**src/rtl/key_cond.sv**
```systemverilog
// key_cond: debounces four active-low buttons into a one-hot keyin vector.
// Optional auto-repeat while a key is held: define KEY_REPEAT_EN.
module key_cond #(
    parameter int DB_CYCLES = 50000,
    parameter int REP_DELAY = 12500000,
    parameter int REP_GAP   = 2500000
) (
    input  logic       clk,
    input  logic       rst,
    input  logic [3:0] key_n,
    output logic [3:0] keyin
);

    localparam logic [19:0] DB_LAST = 20'(DB_CYCLES - 1);

    // Reject parameter values the counters cannot represent.
    if (DB_CYCLES < 1 || DB_CYCLES > 20'hfffff || REP_DELAY < 1 || REP_GAP < 1) begin : g_cfg_err
        $error("key_cond: illegal DB_CYCLES/REP_DELAY/REP_GAP");
    end

`ifdef KEY_REPEAT_EN
    localparam int RMAX = (REP_DELAY > REP_GAP) ? REP_DELAY : REP_GAP;
    localparam int HW   = $clog2(RMAX + 1);
    localparam logic [HW-1:0] HOLD_LAST = HW'(REP_DELAY - 1);
    localparam logic [HW-1:0] GAP_LAST  = HW'(REP_GAP - 1);

    typedef enum logic [2:0] {IDLE, ARM, HOLD, REL, GAP} state_t;

    logic [HW-1:0] hcnt, hcnt_d;
`else
    typedef enum logic [2:0] {IDLE, ARM, HOLD, REL} state_t;
`endif

    state_t      state, state_d;
    logic [3:0]  s1, s2;
    logic [3:0]  k;
    logic [3:0]  cand, cand_d;
    logic [19:0] cnt, cnt_d;
    logic [3:0]  keyin_d;

    assign k = ~s2;

    // Two-flop synchronizer; reset to "all released".
    always_ff @(posedge clk or posedge rst) begin
        if (rst) begin
            s1 <= 4'b1111;
            s2 <= 4'b1111;
        end else begin
            s1 <= key_n;
            s2 <= s1;
        end
    end

    // State, candidate, counters and the registered output.
    always_ff @(posedge clk or posedge rst) begin
        if (rst) begin
            state <= IDLE;
            cand  <= 4'b0000;
            cnt   <= '0;
            keyin <= 4'b0000;
`ifdef KEY_REPEAT_EN
            hcnt  <= '0;
`endif
        end else begin
            state <= state_d;
            cand  <= cand_d;
            cnt   <= cnt_d;
            keyin <= keyin_d;
`ifdef KEY_REPEAT_EN
            hcnt  <= hcnt_d;
`endif
        end
    end

    // Next-state logic; keyin follows the candidate only while HOLD/REL.
    always_comb begin
        state_d = state;
        cand_d  = cand;
        cnt_d   = cnt;
`ifdef KEY_REPEAT_EN
        hcnt_d  = hcnt;
`endif
        case (state)
            IDLE: begin
                if ($onehot(k)) begin
                    cand_d  = k;
                    cnt_d   = '0;
                    state_d = ARM;
                end
            end
            ARM: begin
                if (k != cand) begin
                    state_d = IDLE;
                end else if (cnt == DB_LAST) begin
                    state_d = HOLD;
`ifdef KEY_REPEAT_EN
                    hcnt_d  = '0;
`endif
                end else begin
                    cnt_d = cnt + 20'd1;
                end
            end
            HOLD: begin
                if (k != cand) begin
                    state_d = REL;
                    cnt_d   = '0;
                end
`ifdef KEY_REPEAT_EN
                else if (hcnt == HOLD_LAST) begin
                    state_d = GAP;
                    hcnt_d  = '0;
                end else begin
                    hcnt_d = hcnt + 1'b1;
                end
`endif
            end
            REL: begin
                if (k == cand) begin
                    state_d = HOLD;
                end else if (cnt == DB_LAST) begin
                    state_d = IDLE;
                end else begin
                    cnt_d = cnt + 20'd1;
                end
            end
`ifdef KEY_REPEAT_EN
            GAP: begin
                if (hcnt == GAP_LAST) begin
                    hcnt_d  = '0;
                    state_d = (k == cand) ? HOLD : IDLE;
                end else begin
                    hcnt_d = hcnt + 1'b1;
                end
            end
`endif
            default: state_d = IDLE;
        endcase
        keyin_d = (state_d == HOLD || state_d == REL) ? cand_d : 4'b0000;
    end

endmodule

```
**config.mk**
```make
export PLATFORM = sky130hd
export DESIGN_NAME = key_cond
export DESIGN_NICKNAME = d
export VERILOG_FILES = /design/src/rtl/key_cond.sv
export SDC_FILE = /design/constraint.sdc
export NUM_CORES = 1
export LEC_CHECK = 0
export BUFFER_PORTS_ARGS = -buffer_cell sky130_fd_sc_hd__buf_2
export CAP_MARGIN = 30
export CORE_ASPECT_RATIO = 1.5
export CORE_MARGIN = 1.5
export CORE_UTILIZATION = 40
export DETAILED_ROUTE_END_ITERATION = 10
export HOLD_SLACK_MARGIN = 0.15
export SYNTH_ARGS = -nofsm -noshare
export SYNTH_HDL_FRONTEND = slang
export SYNTH_SLANG_ARGS = --single-unit
```
**constraint.sdc**
```tcl
create_clock -name clk -period 3.15 [get_ports clk]
set_input_delay 0.315 -clock clk [delete_from_list [all_inputs] [get_ports clk]]
set_output_delay 0.315 -clock clk [all_outputs]
set_load 0.02 [all_outputs]
```
; ---- Yosys cells after proc, flatten, opt, wreduce, memory -nomap -nowiden
; Index checks and enable logic that the tools add are counted.
[classes]
magnitude_cmp = 0
shift = 0
n_mux = 16
n_div = 0
n_mul = 0
n_bitwise = 1
eq_ne = 13
n_addsub = 4
n_reduce_logical = 4
[op_table]
columns = op, n
row1 = $mux W20, 5
row2 = $pmux W20 S4, 1
row3 = $add A20 B1 Y20 const B, 1
row4 = $eq A20 B16 Y1 const B, 1
row5 = $mux W3, 6
row6 = $eq A3 B2 Y1 const B, 4
row7 = $mux W4, 3
row8 = $pmux W3 S4, 1
row9 = $ne A2 B2 Y1 const B, 4
row10 = $eq A3 B1 Y1 const B, 2
row11 = $reduce_and A5 Y1, 1
row12 = $add A1 B1 Y2, 2
row13 = $eq A4 B4 Y1, 1
row14 = $ne A4 B4 Y1, 1
row15 = $not A4 Y4, 1
row16 = $reduce_bool A4 Y1, 1
row17 = $add A2 B2 Y3, 1
row18 = $logic_not A3 Y1, 1
row19 = $logic_or A1 B1 Y1, 1
[word_totals]
latch_bits = 0
regBits = 39
mem_count = 0
mem_bits_ro = 0
ram_bits = 0
in_bits = 6

; ---- Logic depth before layout (Yosys ltp)
[logic_depth]
word_depth = 9
mapped_depth = 10

; ---- Least setup slack after synthesis
; OpenSTA, ideal clock, no wires.
[synth_path]
path_type = register to register
from = reg s2[0]
to = reg cnt[16]
setup_time_ns = 0.079
setup_slack_ns = 0.363
stages_incl_launch_ff = 11
path_buffers = 1
period_less_slack_ns = 2.787
arrival_time_ns = 2.707
path_cell_list = dfstp_2 -> fa_1 -> inv_1 -> ha_1 -> ha_1 -> or3b_1 -> a21oi_2 -> mux2i_2 -> buf_6 -> nor4_1 -> mux2i_1
[synth_via]
elab_chain_len = 6
word_cells_on_any_way = 11
classes_between = add/sub: 2 / eq/ne: 7 / bitwise: 1 / reduce/logical: 1
[synth_lines]
columns = element, line
row1 = from (decl), 35  ; logic [3:0] s1, s2;
row2 = from (signal assigned), 47  ; s2 <= 4'b1111;
row3 = from (signal assigned), 50  ; s2 <= s1;
row4 = $not A4 Y4 (*), 41  ; assign k = ~s2;
row5 = $add A1 B1 Y2 (implied by the code), 85  ; if ($onehot(k)) begin
row6 = $add A2 B2 Y3 (implied by the code), 85
row7 = $eq A3 B1 Y1, 85
row8 = $ne A2 B2 Y1 (no source line), --
row9 = $reduce_and A5 Y1 (no source line) (*), --
row10 = to (signal assigned), 67  ; cnt <= cnt_d;
row11 = to (decl), 38  ; logic [19:0] cnt, cnt_d;
; Mark *: on every way between the ends. The rest lies on a longest branch, timed or not.
; A chain may end at the register's enable or synchronous reset.

; ---- Final worst setup path
[layout_path]
from = reg s2[0]
to = reg cnt[11]
; Same word-level chain as after synthesis.

==> qor.yml <==
p_leak_nw: 0.979
clk_pin_slew_ns: 0.08
finalWeightedCongestion: 0.890
grt_first_pass_wirelength_um: 7730
ys_async_sr_fraction_pct: 100
required_time_at_the_endpoint_of_the_critical_path_ns: 3.31
min_delay_worst_endpoint: "s2[2]"
core_area_um2: 4810
timing_hold_violations_final: 0
die_h_um: 89.2
initial_antenna_violation_count: 0
cts_buffer_count: 5
setup_repair_after_global_routing_missed_its_margin: "false"
numClockSinks: 39
ff2ff_setup_slack_ns: 0.22
grt_pass1_vias: 1520
syn-instance-count: 189
clockBufferDepth: 2
grt-ovfl-total: 0
max_cap_viol_count: 0
routed-via-count: 1611
antennaDiodeCount: 0
final.setup_skew_ns: 0.00473
setup_viol: 0
synth.distinct_cells: 46
cts_root_buf: "sky130_fd_sc_hd__clkbuf_8"
min_period_ns: 2.93
die-area_um2: 5400
drt-vias-per-instance: 5.86
drtAntennaViolNets: 0
mappedNetlistArea_um2: 1980
outcome: "complete, no violations"
pwr_per_cell_area_nw_per_um2: 524
post-cts-setup-buffers: 0
insertion_delay_ns: 0.29
synth.top_cells.by_area: "sky130_fd_sc_hd__dfrtp_1, sky130_fd_sc_hd__dfstp_2, sky130_fd_sc_hd__nand4bb_1, sky130_fd_sc_hd__o41ai_1, sky130_fd_sc_hd__a21oi_1"
cts_tree: "yes"
fmax_mhz: 341
cts_htree_levels: 2
fin_setup_tns_ns: 0
placementRows: 31
cp.arrival_ns: 3.10
synth_warnings: 0
wl_per_cell_um: 16.4
hold_ws_ns: 0.360
dp.final_hpwl_um: 3210
grt_use_total_pct: 19.4
firstDrtPassIters: 4
critPathMaxFanout: 14
synth_enable_flop_cells: 0
flow.area_growth_from_synthesis_pct: 15.0
worstReg2RegStart: "s2[0]"
synth_top_cell_by_area: "sky130_fd_sc_hd__dfrtp_1"
rr_worst_depth: 10
ys_top_cells_by_count: "sky130_fd_sc_hd__dfrtp_1, sky130_fd_sc_hd__nand2_1, sky130_fd_sc_hd__a21oi_1"
cp-start-kind: "flip-flop"
yosysTopAreaCellShare_pct: 39.1
finish.net_count: 218
crit_path_end_kind: "flip-flop"
part_of_the_cycle_the_worst_path_needs_pct: 93.2
worstSetupPathType: "flip-flop to flip-flop"
min_path_cells: 0
floorplan.die.width_um: 60.5
worstReg2RegEnd: "cnt[11]"
maxSlewViolCount: 0
synth.most_common_cell: "sky130_fd_sc_hd__dfrtp_1"
place.port_buffers: 9
yosysSeqAreaShare_pct: 49.7
num_io_pins: 10
start_util_pct: 41.2
first_iter_violations: 134
avgSynthCellArea_um2: 10.5
dominantRegCellSynth: "sky130_fd_sc_hd__dfrtp_1"
worst_slew_margin_rel_pct: 40.1
grt_start_max_net_pins: 40
max-vdd-ir-drop_uv: 295
totalWireLength_um: 4510
remaining_drc_errors: 0
min-delay-start: "s1[2]"
worst_pin_slew_ns: 0.895
yosys_register_bits: 39
net_count_after_synthesis: 199
worst_hold_path_type: "flip-flop to flip-flop"
layout-drive-gt1-share_pct: 17.2
-- cell families after synthesis --
logic type      after synthesis  synth area share (%)
fa+ha+maj                     4                  2.90
buf+inv                      15                  3.34
xor+xnor                      4                  1.77
simple gates                 77                  24.8
mux                           5                  2.78
flops                        39                  49.7
other cells                   1                 0.189
compound gates               44                  14.5
-- timing repair --
| item | 4_1_cts | 5_1_grt |
|---|---|---|
| gates resized for setup | 0 | 1 |
| hold buffers | 5 | 0 |
| hold endpoints to repair | 16 | 0 |
| endpoints found under the setup margin | 0 | 1 |
-- power by group --
group,internal (mW),leakage (nW),switching (mW)
Combinational,0.0763,0.413,0.128
Sequential,0.544,0.508,0.0356
Clock,0.236,0.0581,0.177
-- how the worst max path moves through the flow --
stage          startpoint  endpoint  slack, ns
2_1_floorplan       s2[0]   cnt[16]       0.36
3_3_place_gp        s2[0]   cnt[11]       0.26
3_5_place_dp        s2[0]   cnt[16]       0.19
4_1_cts             s2[0]   cnt[16]       0.19
5_1_grt             s2[1]   cnt[19]       0.05
6_report            s2[0]   cnt[11]       0.22
-- layout by cell type, fill, tap and decap left out, types with 2 or more instances in the layout --
cell	synthesis	routed
sky130_fd_sc_hd__nand4_1	7	7
sky130_fd_sc_hd__buf_2	1	9
sky130_fd_sc_hd__xor2_1	4	4
sky130_fd_sc_hd__o21ai_0	10	10
sky130_fd_sc_hd__o41ai_1	9	9
sky130_fd_sc_hd__a21oi_1	12	12
sky130_fd_sc_hd__ha_1	3	3
sky130_fd_sc_hd__o211ai_1	6	6
sky130_fd_sc_hd__dfstp_2	8	8
sky130_fd_sc_hd__nand3_1	9	9
sky130_fd_sc_hd__nand2b_1	2	2
sky130_fd_sc_hd__clkbuf_8	0	5
sky130_fd_sc_hd__nor2b_1	3	3
sky130_fd_sc_hd__or3_1	2	2
sky130_fd_sc_hd__and4_1	3	3
sky130_fd_sc_hd__nor2_1	6	6
sky130_fd_sc_hd__inv_1	8	8
sky130_fd_sc_hd__mux2i_1	3	3
sky130_fd_sc_hd__nor4b_1	3	3
sky130_fd_sc_hd__and3_1	2	2
sky130_fd_sc_hd__nand2_1	16	16
sky130_fd_sc_hd__buf_4	0	5
sky130_fd_sc_hd__or4_1	5	5
sky130_fd_sc_hd__nor3b_1	2	2
sky130_fd_sc_hd__dfrtp_1	31	31
sky130_fd_sc_hd__nand4bb_1	8	8
sky130_fd_sc_hd__dlygate4sd3_1	0	5
-- registers in the layout, indices dropped and copies added (netlist names) --
name,flops
cand,4
cnt,20
keyin,4
s1,4
s2,4
state,3
-- through the flow --
step,util (%),power [mW],setup WS [ns],instances,area [µm²]
6_report,47.4,1.20,0.215,275,2280
5_1_grt,47.4,1.26,0.0490,275,2280
4_1_cts,47.3,1.21,0.185,275,2270
3_5_place_dp,43.9,0.791,0.188,262,2110
3_3_place_gp,43.9,0.781,0.262,262,2110
2_1_floorplan,-,0.730,0.363,189,1980
-- cell type report --
| class | instances | area [µm²] |
|---|---|---|
| Timing Repair Buffer | 19 | 133 |
| Multi-Input combinational cell | 135 | 937 |
| Fill cell | 487 | 2530 |
| Sequential cell | 39 | 986 |
| Clock inverter | 3 | 43.8 |
| Tap cell | 66 | 82.6 |
| Inverter | 8 | 30.0 |
| Clock buffer | 5 | 68.8 |
-- per-layer routing --
metal | track usage [%] | wire, µm | up-vias
met5 | 0 | 0 | -
met4 | 7.91 | 98 | 0
met3 | 3.47 | 166 | 11
met2 | 33.1 | 2390 | 51
met1 | 23.9 | 1850 | 793
li1 | - | - | 756
-- worst max-delay path: stages (launching register included) --
cell	delay, ns
sky130_fd_sc_hd__dfstp_2	0.39
sky130_fd_sc_hd__fa_1	0.53
sky130_fd_sc_hd__inv_1	0.04
sky130_fd_sc_hd__ha_1	0.17
sky130_fd_sc_hd__ha_1	0.28
sky130_fd_sc_hd__or3b_1	0.42
sky130_fd_sc_hd__a21oi_2	0.18
sky130_fd_sc_hd__mux2i_2	0.10
sky130_fd_sc_hd__buf_4	0.20
sky130_fd_sc_hd__o41ai_1	0.38
sky130_fd_sc_hd__a21oi_1	0.11
Power figures use the tool's default switching activity.
